## config.mk

```make
export PLATFORM = sky130hd
export DESIGN_NAME = dram_port_arbiter
export DESIGN_NICKNAME = d
export VERILOG_FILES = /design/src/rtl/dram_port_arbiter.sv
export SDC_FILE = /design/constraint.sdc
export NUM_CORES = 1
export LEC_CHECK = 0
export ABC_CLOCK_PERIOD_IN_PS = 2200
export CORE_MARGIN = 2
export CORE_UTILIZATION = 39
export CTS_CLUSTER_SIZE = 12
export DETAILED_ROUTE_END_ITERATION = 10
export PLACE_DENSITY = 0.8
export SLEW_MARGIN = 20
export SYNTH_ARGS = -nofsm -noshare
export SYNTH_HDL_FRONTEND = slang
export SYNTH_SLANG_ARGS = --single-unit
```

## constraint.sdc

```tcl
create_clock -name Clk -period 2.2 [get_ports Clk]
set_input_delay 0.33 -clock Clk [delete_from_list [all_inputs] [get_ports Clk]]
set_output_delay 0.33 -clock Clk [all_outputs]
set_load 0.005 [all_outputs]
```

## src/rtl/dram_port_arbiter.sv

```systemverilog
// ----------------------------------------------------------------------------
// dram_port_arbiter
//
// Shares the single-port data RAM between four address pointers
// (bit0 GSP, bit1 RP, bit2 CP, bit3 STP) using request/acknowledge
// transactions and round-robin arbitration. Each access runs
// IDLE -> ISSUE -> (WAIT for reads) -> ACK -> IDLE.
//
// Ports:
//   Clk       in   system clock, rising edge
//   RST       in   synchronous active-high reset
//   req       in   [3:0]     per-requester request
//   we        in   [3:0]     per-requester write flag (1 = write)
//   ptr       in   [4*AW-1:0] per-requester address, requester i at [i*AW +: AW]
//   wdata     in   [4*DW-1:0] per-requester write data, requester i at [i*DW +: DW]
//   ack       out  [3:0]     one-cycle completion pulse to the granted requester
//   rdata     out  [DW-1:0]  read data, held until the next read completes
//   grant_id  out  [1:0]     current or last granted requester
//   busy      out            high whenever the FSM is not in IDLE
//   mem_addr  out  [AW-1:0]  DRAM address
//   mem_data  out  [DW-1:0]  DRAM write data
//   mem_wren  out            DRAM write enable (high for the ISSUE cycle only)
//   mem_q     in   [DW-1:0]  DRAM read data
// ----------------------------------------------------------------------------
module dram_port_arbiter #(
    parameter int AW       = 8,
    parameter int DW       = 8,
    parameter int READ_LAT = 1   // legal range 1..3
) (
    input  logic            Clk,
    input  logic            RST,
    input  logic [3:0]      req,
    input  logic [3:0]      we,
    input  logic [4*AW-1:0] ptr,
    input  logic [4*DW-1:0] wdata,
    output logic [3:0]      ack,
    output logic [DW-1:0]   rdata,
    output logic [1:0]      grant_id,
    output logic            busy,
    output logic [AW-1:0]   mem_addr,
    output logic [DW-1:0]   mem_data,
    output logic            mem_wren,
    input  logic [DW-1:0]   mem_q
);

    typedef enum logic [1:0] {
        S_IDLE,
        S_ISSUE,
        S_WAIT,
        S_ACK
    } state_t;

    state_t          state_q;
    logic [1:0]      last_grant_q;
    logic [1:0]      grant_q;
    logic [AW-1:0]   addr_q;
    logic [DW-1:0]   data_q;
    logic            wren_q;
    logic [3:0]      ack_q;
    logic [DW-1:0]   rdata_q;
    logic [1:0]      cnt_q;

    // Round-robin pick: first requester with req high, scanning upward from
    // the one after last_grant and wrapping.
    logic [1:0]      pick_d;
    logic            found_d;
    logic [1:0]      scan_idx;

    // NOTE: every variable assigned in always_comb gets a default first, so
    // no path leaves it unassigned and no latch is inferred.
    always_comb begin
        pick_d   = '0;
        found_d  = 1'b0;
        scan_idx = '0;
        for (int k = 1; k <= 4; k++) begin
            scan_idx = last_grant_q + 2'(k);  // k=4 wraps back to last_grant
            if (!found_d && req[scan_idx]) begin
                pick_d  = scan_idx;
                found_d = 1'b1;
            end
        end
    end

    // NOTE: sequential state uses non-blocking assignments so every register
    // samples pre-edge values, independent of statement order.
    always_ff @(posedge Clk) begin
        // NOTE: reset is synchronous and wins over everything; an aborted
        // transaction simply vanishes without an ack.
        if (RST) begin
            state_q      <= S_IDLE;
            last_grant_q <= 2'd3;   // GSP gets first pick after reset
            grant_q      <= '0;
            addr_q       <= '0;
            data_q       <= '0;
            wren_q       <= 1'b0;
            ack_q        <= '0;
            rdata_q      <= '0;
            cnt_q        <= '0;
        end else begin
            case (state_q)
                S_IDLE: begin
                    if (found_d) begin
                        grant_q      <= pick_d;
                        last_grant_q <= pick_d;
                        addr_q       <= ptr[pick_d*AW +: AW];
                        data_q       <= wdata[pick_d*DW +: DW];
                        wren_q       <= we[pick_d];
                        state_q      <= S_ISSUE;
                    end
                end
                S_ISSUE: begin
                    // wren_q doubles as the transaction's write flag here.
                    wren_q <= 1'b0;
                    if (wren_q) begin
                        ack_q   <= 4'b0001 << grant_q;
                        state_q <= S_ACK;
                    end else begin
                        cnt_q   <= 2'(READ_LAT);
                        state_q <= S_WAIT;
                    end
                end
                S_WAIT: begin
                    cnt_q <= cnt_q - 2'd1;
                    if (cnt_q == 2'd1) begin
                        rdata_q <= mem_q;
                        ack_q   <= 4'b0001 << grant_q;
                        state_q <= S_ACK;
                    end
                end
                S_ACK: begin
                    ack_q   <= '0;
                    state_q <= S_IDLE;
                end
                default: state_q <= S_IDLE;
            endcase
        end
    end

    assign ack      = ack_q;
    assign rdata    = rdata_q;
    assign grant_id = grant_q;
    assign busy     = (state_q != S_IDLE);
    assign mem_addr = addr_q;
    assign mem_data = data_q;
    assign mem_wren = wren_q;

endmodule
```

==> results of run 1 <==
synth_stat cells, drive strengths merged, types with 6 or more instances:
cell type  number  area share (%)
dfxtp          37              35
mux2i          34              16
a21oi          18             4.3
o21ai          18             4.3
mux2           16             8.5
nand2          16             2.8
nand3b         16             5.7
nor2           15             2.7
clkbuf         10             1.8
nand3          10             2.4
nand2b          7             2.1
inv             6             1.1
worst paths after layout:
kind | startpoint | to | slack (ps) | depth (start not counted)
setup / recovery | state_q[0]$_SDFFE_PP0P_ | busy | 170 | 4
hold / removal | rdata[2]$_SDFFE_PP0P_ | rdata[2]$_SDFFE_PP0P_ | 460 | 2
setup reg to reg | last_grant_q[1]$_SDFFE_PP1P_ | mem_data[4]$_SDFFE_PP0P_ | 400 | 7
hold reg to reg | rdata[2]$_SDFFE_PP0P_ | rdata[2]$_SDFFE_PP0P_ | 460 | 2
registers in the layout (all words and copies together), names as in the netlist:
name	flops
grant_id	2
ack	4
mem_data	8
rdata	8
mem_addr	8
last_grant_q	2
mem_wren	1
cnt_q	2
state_q	2
metal layers:
metal,track usage [%],share of wire (%),up-vias
met5,0,0,-
met4,6.79,2.0,0
met3,7.91,9.4,12
met2,34.9,50,98
met1,20.1,38,999
li1,-,-,1091
tightest hold or removal path, delay by kind of cell (launching register included):
family           cells  cell delay, ps
flip-flops           1             310
AND/OR/NAND/NOR      1              50
AO/OA/AOI/OAI        1              50
area by class of cell:
| class | instances | area (um2) |
|---|---|---|
| Clock buffer | 5 | 68.8 |
| Clock inverter | 3 | 65.1 |
| Fill cell | 422 | 1570 |
| Inverter | 6 | 22.5 |
| Multi-Input combinational cell | 177 | 1280 |
| Sequential cell | 37 | 741 |
| Tap cell | 70 | 87.6 |
| Timing Repair Buffer | 134 | 1340 |
power by group:
group / leakage [nW] / switching (mW) / internal (mW)
logic: 1.01 / 0.898 / 1.21
clock network: 0.0681 / 0.253 / 0.450
registers: 0.303 / 0.162 / 0.901
total: 1.39 / 1.31 / 2.56
metrics by stage:
stage	std cells	power, mW	util [%]
CTS	432	3.92	69.6
finish	432	3.88	69.6
global placement	424	3.16	67.0
global route	432	4.14	69.6
detailed placement	424	3.20	67.0
floorplan	235	2.20	-
kinds of logic (layout without fill, tap and decap cells):
| kind of cell | count (synthesis) | count (layout) | synth area share, % |
|---|---|---|---|
| AO/OA/AOI/OAI | 47 | 47 | 13.0 |
| buffers and inverters | 21 | 148 | 5.22 |
| multiplexers | 50 | 50 | 24.7 |
| flip-flops | 37 | 37 | 35.1 |
| AND/OR/NAND/NOR | 75 | 75 | 19.0 |
| adder cells (fa/ha/maj) | 5 | 5 | 2.96 |
==> impl_results.md, run 1 <==
- Status: finished clean
- Critical Path Fanout Max: 5
- Slowest-stage cell, CP: clkdlybuf4s50_1
- Initial Util: 40.8%
- Nature of the critical path endpoint: output port
- Fin Hold WS: 458 ps
- Nets: 448
- Min-delay worst type: flop to flop
- Layout cells sized above 1: 13.0%
- Die width: 77.6 um
- Pre-CTS WS: -108 ps
- Buf/Inv on CP: 3
- Total Routing Usage GR: 19.3%
- Largest net degree at the start of global routing: 37
- Final instance area: 3600 um2
- Clock-pin slew on the worst setup and hold paths: 80 ps
- Synth Instances: 235
- Cell area after synthesis: 2110 um2
- Wire per inst: 13.5 um
- Final HPWL DP: 4550 um
- Worst skew pair latency: 290 ps
- Crit path required time: 1870 ps
- Io pins: 114
- Die Height: 77.6 um
- Top Family by Delay on Critical Path: buffers and inverters
- Period utilization: 92.4%
- Cell Area, Placed: 3470 um2
- Syn avg cell area: 8.98 um2
- Max Buffers Root-to-Sink: 2
- Die area: 6020 um2
- Post_cts resized: 0
- Max-slew violation count: 0
- Final setup skew: 5.44 ps
- CP Cell Sequence: inv_1 -> ha_1 -> inv_1 -> clkdlybuf4s50_1
- Startpoint types: flop
- I/O Buffers: 113
- Final-report setup violation count: 0
- Most frequent cells in the layout: clkdlybuf4s50_1 (113), dfxtp_1 (37), mux2i_1 (34)
- YS warnings: 0
- Post-synth EDFFs: 0
- GR Overflow Total: 0
- Worst-case vdd ir drop: 604 uV
- Clock sink count: 37
- Unique masters post-synth: 35
- Crit-path max cell delay: 510 ps
- Post-Route WL: 5820 um
- RSZ-0062 raised after global routing: no
- CTS tree: built
- Arr. time, crit path: 1700 ps
- Antenna violations before repair: 0
- 1st-pass router iterations: 4
- Main synth FF type: dfxtp_1
- Most common cell after layout, fill and taps aside: clkdlybuf4s50_1
- Register area share after synthesis: 35.1%
- MaxCap Viol Count: 0
- Core Region: 5170 um2
- Setup Crit Path Kind: flop to output port
- Vias in the first global route: 2,144
- Via count: 2,200
- Max-slew headroom: 74.9%
- Worst-Margin Slew: 373 ps
- Final hold violations: 0
- Ant diodes: 0
- Hold_buf cts: 0
- Setup_tns: 0 ps
- Syn_nets: 322
- First-pass GRT wire length: 9340 um
- H-tree lvl count: 2
- Syn-to-layout area delta: 70.6%
- Gpl congestion: 0.747
- Num rows: 26
- Num CTS Buffers: 5
- Root buf cell: clkbuf_8
- DRC: 0
- Postcts setup bufs: 0
- Min Tclk post-route: 2030 ps
- Top cell by count, worst path: inv_1
- Async SR Flop Fraction: 0%
- Peak Freq: 492 MHz
- P per Cell Area: 1080 nW/um2
- P_leak: 1.39 nW
- Post-route antenna net violation count: 0
- DR vias/cell: 5.09
- Seq cells post-synth: 37
- Setup WS post-layout: 168 ps
- Initial DRC count: 50
Note: power is estimated with default switching activity, not from simulation.
==> inputs of run 2 (changes only) <==
--- a/config.mk
+++ b/config.mk
@@ -10,7 +10,8 @@
 export CORE_UTILIZATION = 39
 export CTS_CLUSTER_SIZE = 12
 export DETAILED_ROUTE_END_ITERATION = 10
-export PLACE_DENSITY = 0.8
+export HOLD_SLACK_MARGIN = 0.03
+export PLACE_DENSITY = 0.87
 export SLEW_MARGIN = 20
 export SYNTH_ARGS = -nofsm -noshare
 export SYNTH_HDL_FRONTEND = slang
==> run 2 against run 1 <==
Cell area fell by 1.6%. Power fell by 4.5%. Die area did not move. First-iteration DRC count rose by 66%. Largest power group unchanged.
==> impl_results.md, run 2 (synthesized netlist as in run 1, its figures left out) <==
- Status: finished clean
- Worst-Margin Slew: 347 ps
- Hold_buf cts: 0
- Initial Util: 40.8%
- Clock sink count: 37
- Min Tclk post-route: 2050 ps
- Pre-CTS WS: -140 ps
- Period utilization: 93.1%
- Initial DRC count: 83
- P_leak: 1.35 nW
- Die Height: 77.6 um
- DRC: 0
- Metal2 WL: 3100 um
- Largest net degree at the start of global routing: 37
- Ant diodes: 0
- CTS tree: built
- Arr. time, crit path: 2240 ps
- Root buf cell: clkbuf_8
- Worst skew pair latency: 290 ps
- Top Layer Used: met4
- Max Buffers Root-to-Sink: 2
- Setup Crit Path Kind: input port to flop
- Post-layout instance count excluding filler cells: 426
- Nature of the critical path endpoint: flop
- Io pins: 114
- Core Region: 5170 um2
- Post-route antenna net violation count: 0
- Num rows: 26
- Nets: 442
- Metal-1 WL: 2500 um
- Post_cts resized: 0
- MaxCap Viol Count: 0
- Worst-case vdd ir drop: 541 uV
- Peak Freq: 488 MHz
- Gpl congestion: 0.736
- Post-Route WL: 6270 um
- Max-slew headroom: 76.6%
- Critical Path Fanout Max: 9
- Fin Hold WS: 459 ps
- Cell Area, Placed: 3460 um2
- Setup WS post-layout: 151 ps
- Layout cells sized above 1: 11.2%
- Syn-to-layout area delta: 67.8%
- P per Cell Area: 1050 nW/um2
- Final hold violations: 0
- Met3 wire length: 544 um
- RSZ-0062 raised after global routing: no
- Most common cell after layout, fill and taps aside: clkdlybuf4s50_1
- Final instance area: 3540 um2
- Final setup skew: 3.65 ps
- Crit path required time: 2390 ps
- First-pass GRT wire length: 10,100 um
- Final-report setup violation count: 0
- I/O Buffers: 113
- Via count: 2,230
- Wire per inst: 14.7 um
- Antenna violations before repair: 0
- Postcts setup bufs: 0
- Die area: 6020 um2
- Vias in the first global route: 2,319
- 1st-pass router iterations: 4
- Most frequent cells in the layout: clkdlybuf4s50_1 (113), dfxtp_1 (37), mux2i_1 (34)
- Num CTS Buffers: 5
- Startpoint types: input port
- Dpl cells: 418
- Final HPWL DP: 4890 um
- Setup_tns: 0 ps
- DR vias/cell: 5.23
- GR Overflow Total: 0
- Total Routing Usage GR: 21.1%
- Min-delay worst type: flop to flop
- Clock-pin slew on the worst setup and hold paths: 70 ps
- H-tree lvl count: 2
- Die width: 77.6 um
- Max-slew violation count: 0
run 2: changes by cell type in the layout (fill, tap and decap cells not counted):
cell / before / now
buf_4: 17 / 8
buf_12: 4 / 7
bufinv_16: 2 / 0
clkbuf_1: 0 / 1
clkinv_2: 1 / 2
run 2: layout make-up:
class	instances	area, um2
Multi-Input combinational cell	177	1280
Inverter	6	22.5
Timing Repair Buffer	128	1330
Fill cell	391	1630
Tap cell	70	87.6
Clock inverter	2	10.0
Sequential cell	37	741
Clock buffer	6	72.6
run 2: where the power goes:
part	total, mW	switching (mW)	internal [mW]	leakage [nW]
Sequential	1.09	0.187	0.902	0.303
Combinational	2.16	0.921	1.24	0.997
Clock	0.457	0.238	0.219	0.0450
run 2: worst paths after layout:
path | from | endpoint | slack [ps] | depth (start not counted)
worst max-delay path | req[1] | mem_data[3]$_SDFFE_PP0P_ | 150 | 8
worst min-delay path | rdata[2]$_SDFFE_PP0P_ | rdata[2]$_SDFFE_PP0P_ | 460 | 2
worst max register to register | last_grant_q[0]$_SDFFE_PP1P_ | mem_data[3]$_SDFFE_PP0P_ | 410 | 7
worst min register to register | rdata[2]$_SDFFE_PP0P_ | rdata[2]$_SDFFE_PP0P_ | 460 | 2
run 2: critical path: stages:
cell and delay, ps:
clkdlybuf4s50_1 500, or2_0 310, a311oi_4 320, buf_12 190, buf_12 140, mux2i_1 210, mux2_2 180, o21ai_1 50
run 2: metal layers:
layer | global-route usage, % | vias up
met1 | 22.2 | 1036
met4 | 8.04 | 0
met2 | 38.8 | 102
met5 | 0 | -
li1 | - | 1079
met3 | 6.98 | 13
run 2: metrics by stage:
step	power [mW]	utilization (%)
after floorplan	2.20	-
after global placement	3.17	66.9
after detailed placement	3.25	66.9
after CTS	3.72	68.5
after global routing	3.95	68.5
final	3.70	68.5
